### src/rtl/button_event_arbiter.sv
// Per-button press / long-press detection with round-robin serialisation onto a
// single valid/ready event port. Overlapping events on one pending flag set a sticky overrun bit.
module button_event_arbiter #(
  parameter int unsigned N           = 4,
  parameter int unsigned IDW         = 2,
  parameter int unsigned LONG_CYCLES = 50000000,
  parameter int unsigned CW          = 26
) (
  input  logic           clk,
  input  logic           rst_n,
  input  logic [N-1:0]   btn_level,
  output logic           evt_valid,
  input  logic           evt_ready,
  output logic [IDW-1:0] evt_id,
  output logic           evt_long,
  output logic [N-1:0]   overrun,
  input  logic           overrun_clr
);

  logic [N-1:0]   btn_prev;
  logic [N-1:0]   short_pend;
  logic [N-1:0]   long_pend;
  logic [N-1:0]   armed;
  logic [CW-1:0]  cnt [N];
  logic [IDW-1:0] rr_last;

  logic [N-1:0]   rise;
  logic [N-1:0]   long_hit;
  logic [N-1:0]   req;
  logic [N-1:0]   clr_short;
  logic [N-1:0]   clr_long;
  logic [N-1:0]   short_keep;
  logic [N-1:0]   long_keep;
  logic [N-1:0]   short_pend_d;
  logic [N-1:0]   long_pend_d;
  logic [N-1:0]   armed_d;
  logic [N-1:0]   overrun_d;
  logic [CW-1:0]  cnt_d [N];
  logic           load_en;
  logic           found;
  logic [IDW-1:0] cand;
  logic [IDW-1:0] win;
  logic           evt_valid_d;
  logic           evt_long_d;
  logic [IDW-1:0] evt_id_d;
  logic [IDW-1:0] rr_last_d;

  assign rise = btn_level & ~btn_prev;
  assign req  = short_pend | long_pend;

  // Hold timer: counts from the press edge, fires once per press.
  always_comb begin
    long_hit = '0;
    armed_d  = armed;
    for (int unsigned i = 0; i < N; i++) begin
      cnt_d[i] = cnt[i];
      if (rise[i]) begin
        armed_d[i] = 1'b1;
        cnt_d[i]   = '0;
      end else if (!btn_level[i]) begin
        armed_d[i] = 1'b0;
        cnt_d[i]   = '0;
      end else if (armed[i]) begin
        cnt_d[i] = cnt[i] + CW'(1);
        if (cnt_d[i] == CW'(LONG_CYCLES)) begin
          long_hit[i] = 1'b1;
          armed_d[i]  = 1'b0;
        end
      end
    end
  end

  // Round-robin winner search starting just after the last served button.
  always_comb begin
    found = 1'b0;
    win   = '0;
    cand  = '0;
    for (int unsigned k = 1; k <= N; k++) begin
      cand = IDW'((32'(rr_last) + k) % N);
      if (!found && req[cand]) begin
        found = 1'b1;
        win   = cand;
      end
    end
  end

  // Output register load and pending-flag bookkeeping.
  always_comb begin
    load_en     = ~evt_valid | evt_ready;
    clr_short   = '0;
    clr_long    = '0;
    evt_valid_d = evt_valid;
    evt_id_d    = evt_id;
    evt_long_d  = evt_long;
    rr_last_d   = rr_last;
    if (load_en) begin
      if (found) begin
        evt_valid_d = 1'b1;
        evt_id_d    = win;
        rr_last_d   = win;
        if (short_pend[win]) begin
          evt_long_d     = 1'b0;
          clr_short[win] = 1'b1;
        end else begin
          evt_long_d    = 1'b1;
          clr_long[win] = 1'b1;
        end
      end else begin
        evt_valid_d = 1'b0;
      end
    end
    // A flag freed on this edge accepts a new event without counting as a merge.
    short_keep   = short_pend & ~clr_short;
    long_keep    = long_pend & ~clr_long;
    short_pend_d = short_keep | rise;
    long_pend_d  = long_keep | long_hit;
    overrun_d    = (overrun & ~{N{overrun_clr}}) | (short_keep & rise) | (long_keep & long_hit);
  end

  always_ff @(posedge clk) begin
    if (!rst_n) begin
      btn_prev   <= '1;
      short_pend <= '0;
      long_pend  <= '0;
      armed      <= '0;
      for (int unsigned i = 0; i < N; i++) cnt[i] <= '0;
      rr_last    <= IDW'(N - 1);
      evt_valid  <= 1'b0;
      evt_id     <= '0;
      evt_long   <= 1'b0;
      overrun    <= '0;
    end else begin
      btn_prev   <= btn_level;
      short_pend <= short_pend_d;
      long_pend  <= long_pend_d;
      armed      <= armed_d;
      for (int unsigned i = 0; i < N; i++) cnt[i] <= cnt_d[i];
      rr_last    <= rr_last_d;
      evt_valid  <= evt_valid_d;
      evt_id     <= evt_id_d;
      evt_long   <= evt_long_d;
      overrun    <= overrun_d;
    end
  end

endmodule

### config.mk
export PLATFORM = sky130hd
export DESIGN_NAME = button_event_arbiter
export DESIGN_NICKNAME = d
export VERILOG_FILES = /design/src/rtl/button_event_arbiter.sv
export SDC_FILE = /design/constraint.sdc
export NUM_CORES = 1
export LEC_CHECK = 0
export BUFFER_PORTS_ARGS = -buffer_cell sky130_fd_sc_hd__buf_2
export CAP_MARGIN = 15
export CORE_MARGIN = 2
export CORE_UTILIZATION = 53
export CTS_CLUSTER_SIZE = 10
export DETAILED_ROUTE_END_ITERATION = 10
export GPL_TIMING_DRIVEN = 0
export PLACE_DENSITY = 0.79
export RECOVER_POWER = 50
export SYNTH_ARGS = -nofsm -noshare
export SYNTH_HDL_FRONTEND = slang
export SYNTH_SLANG_ARGS = --single-unit
### constraint.sdc
create_clock -name clk -period 5.2 [get_ports clk]
set_input_delay 0.78 -clock clk [delete_from_list [all_inputs] [get_ports clk]]
set_output_delay 0.78 -clock clk [all_outputs]
set_load 0.01 [all_outputs]
==> out/metrics.csv <==
stage;metric;value;unit
clock_tree;cts_tree;built;
detailed_routing;post-route-drc-count;0;
timing;fin_skew;0.00768;ns
setup_path;end_kind;register;
detailed_routing;drtAntennaViolNets;0;
global_routing;track_usage;21.8;%
global_routing;antenna_found_initial;0;
yosys;synth_commonest_cells;nor2_1, dfxtp_1, nand2_1;
timing;tns;0;ns
die;die_area;14500;um2
global_routing;gr-total-overflow;0;
worst_hold_path;min_from;btn_prev[3]$_SDFF_PN1_;
layout;antenna_cells;0;
global_routing;grt_first_pass_wirelength;26000;um
setup_path;crit_path_frequent_cell;nand3_1;
run;max-cap-violations;0;
clock_tree;cts_root_buf;clkbuf_16;
die;die_h;120;um
setup_path;critPathMaxStageDelay;1.04;ns
yosys;avgSynthCellArea;7.98;um2
die;row_count;42;
global_routing;grt_pass1_vias;5694;
yosys;synth-seq-cells;130;
setup_path;path_class;register to register;
clock_tree;post-cts-setup-buffers;0;
die;fp.dieW;120;um
detailed_routing;viasPerCell;5.68;
global_routing;grt_start_max_net_pins;17;
die;start_util;54.3;%
layout;areaGrowthSynthToFinish;11.6;%
run_status;status;finished clean;
yosys;yosysTopAreaCellShare;36.2;%
setup_path;worst_r2r_path_depth;8;
timing;slew_violations;0;
timing;slew_headroom;18.6;%
setup_path;r2r-end;overrun[2]$_SDFF_PN0_;
placement;port-buffer-count;15;
yosys;synth_edf_count;0;
yosys;ys_warn_count;0;
yosys;ys.flop_type;dfxtp_1;
placement;routabilityCongestion;0.894;
detailed_routing;routed_wl;15500;um
yosys;synthArstFlopShare;0;%
setup_path;r2r_start;cnt[2][4]$_SDFFE_PP0P_;
yosys;synth_area_leaders;dfxtp_1, xor2_1, nor2_1;
die;fp.coreArea;13200;um2
placement;placed_cells;1092;
timing;finalSetupViolCount;0;
yosys;seq_area_frac_synth;36.2;%
placement;hpwlAfterDp;10700;um
layout;instances_no_fill;1122;
setup_path;slowest_stage;nor4_1;
layout;drive_gt1_share;6.13;%
yosys;yosysTopAreaCell;dfxtp_1;
clock_tree;holdBufCountCts;0;
power;powerDensity;286;nW/um2
timing;period_needed;3.04;ns
setup_path;r2r_slack;2.16;ns
worst_hold_path;min_path_cells;1;
timing;worst_pin_slew;1.21;ns
setup_path;arrival;3.38;ns
yosys;syn_inst;901;
yosys;post-synth-top-count-cell;nor2_1;
timing;hold_viol;0;
yosys;syn_area;7190;um2
yosys;synth_cell_types;73;
timing;max_freq;329;MHz
clock_tree;cts_buffers;17;
setup_path;crit_chain;clkbuf_1 -> nand3_1 -> nor4_1 -> nand3_1 -> mux2_2 -> and3_1 -> nand4_1 -> o31ai_1;
clock_tree;cts_max_level;4;
setup_path;required;5.54;ns
detailed_routing;wl_per_cell;13.8;um
detailed_routing;initialDrtViolationCount;367;
die;ioPinCount;16;
setup_path;cp_max_fo;10;
setup_path;setup.worst_path.start_class;register;
clock_tree;cts_sinks;130;
clock_tree;cts_resized;0;
power;ir_drop;0.000158;V
power;p_leak;0.00269;uW
worst_hold_path;hold_class;register to register;
clock_tree;clkTransAtPathRegs;0.05;ns
yosys;syn_nets;917;
timing;grt_setup_unrepaired;no;
worst_hold_path;whs_endpoint;armed[3]$_SDFF_PN0_;
timing;post-route-period-util;58.5;%
detailed_routing;vias;6376;
detailed_routing;dr.pass1.iters;5;
clock_tree;cts_max_path_buffers;2;
layout;nNetsFinal;951;
clock_tree;clk_latency;0.43;ns
[state kept, by name, summed over array words and instances (netlist names)]
signal	cells
btn_prev	4
short_pend	4
evt_id	2
armed	4
long_pend	4
evt_valid	1
overrun	4
rr_last	2
evt_long	1
cnt	104
[cell usage in the layout, fill, tap and decap left out, types with 11 or more instances in the layout]
| master | count |
|---|---|
| nor4_1 | 16 |
| a31oi_1 | 18 |
| a21oi_1 | 24 |
| nor3_1 | 21 |
| clkbuf_1 | 52 |
| nand2_1 | 90 |
| and3_1 | 15 |
| nor2_1 | 142 |
| inv_1 | 20 |
| nand3_1 | 50 |
| clkbuf_16 | 17 |
| dfxtp_1 | 130 |
| nand4_1 | 41 |
| and4_1 | 11 |
| o21ai_0 | 21 |
| xnor2_1 | 39 |
| xor2_1 | 72 |
| nand2b_1 | 11 |
| buf_2 | 12 |
[report_power, final]
part / switching, uW / internal (uW) / leakage (uW)
sequential: 9.49 / 1010 / 0.00105
combinational: 60.9 / 28.6 / 0.00136
clock: 413 / 770 / 0.000284
[worst max-delay path by stage]
stage | start | end | slack (ns)
2_1_floorplan | cnt[0][0]$_SDFFE_PP0P_ | overrun[0]$_SDFF_PN0_ | 2.62
3_3_place_gp | cnt[3][0]$_SDFFE_PP0P_ | overrun[3]$_SDFF_PN0_ | 2.43
3_5_place_dp | cnt[3][0]$_SDFFE_PP0P_ | overrun[3]$_SDFF_PN0_ | 2.42
4_1_cts | cnt[3][0]$_SDFFE_PP0P_ | overrun[3]$_SDFF_PN0_ | 2.39
5_1_grt | cnt[2][4]$_SDFFE_PP0P_ | overrun[2]$_SDFF_PN0_ | 1.93
6_report | cnt[2][4]$_SDFFE_PP0P_ | overrun[2]$_SDFF_PN0_ | 2.16
[cell families (layout without fill, tap and decap cells)]
family / Yosys count / after routing / share of synthesized area, %
fa+ha+maj: 9 / 9 / 1.53
compound gates: 118 / 118 / 11.0
buf+inv: 67 / 112 / 3.88
flops: 130 / 130 / 36.2
xor+xnor: 111 / 111 / 13.5
simple gates: 457 / 457 / 32.6
mux: 9 / 9 / 1.27
[metal layers]
layer | part of all wire (%) | routed length, um | vias up | GRT usage (%)
met3 | 4.0 | 615 | 35 | 3.82
met2 | 46 | 7180 | 157 | 35.2
met4 | 2.4 | 370 | 0 | 10.2
li1 | - | - | 3243 | -
met1 | 47 | 7310 | 2941 | 28.4
met5 | 0 | 0 | - | 0
[worst max-delay path: cells and delay by family, from the launching register on]
family | cells | cell delay (ns)
AND/OR/NAND/NOR | 5 | 1.81
buffers and inverters | 1 | 0.33
AO/OA/AOI/OAI | 1 | 0.21
multiplexers | 1 | 0.30
flip-flops | 1 | 0.30
[final cells by class]
cell class,instances,area [um2]
clock inverters,6,105
clock buffers,24,472
fillers,1183,5220
multi-input cells,704,4290
plain buffers,47,195
flip-flops and latches,130,2600
inverters,20,75.1
repair buffers,15,63.8
well taps,176,220
[per-stage QoR]
stage	worst slack [ns]	total power, uW	hold slack, ns	utilization (%)	area [um2]
final	2.16	2290	0.479	60.6	8020
after floorplan	2.62	1100	0.441	-	7190
after detailed placement	2.42	1130	0.461	56.5	7480
after CTS	2.39	2310	0.478	60.9	8060
after global placement	2.43	1130	0.461	56.5	7480
after global routing	1.93	2370	0.507	60.6	8020
No activity file was read; power rests on OpenSTA's default activity.
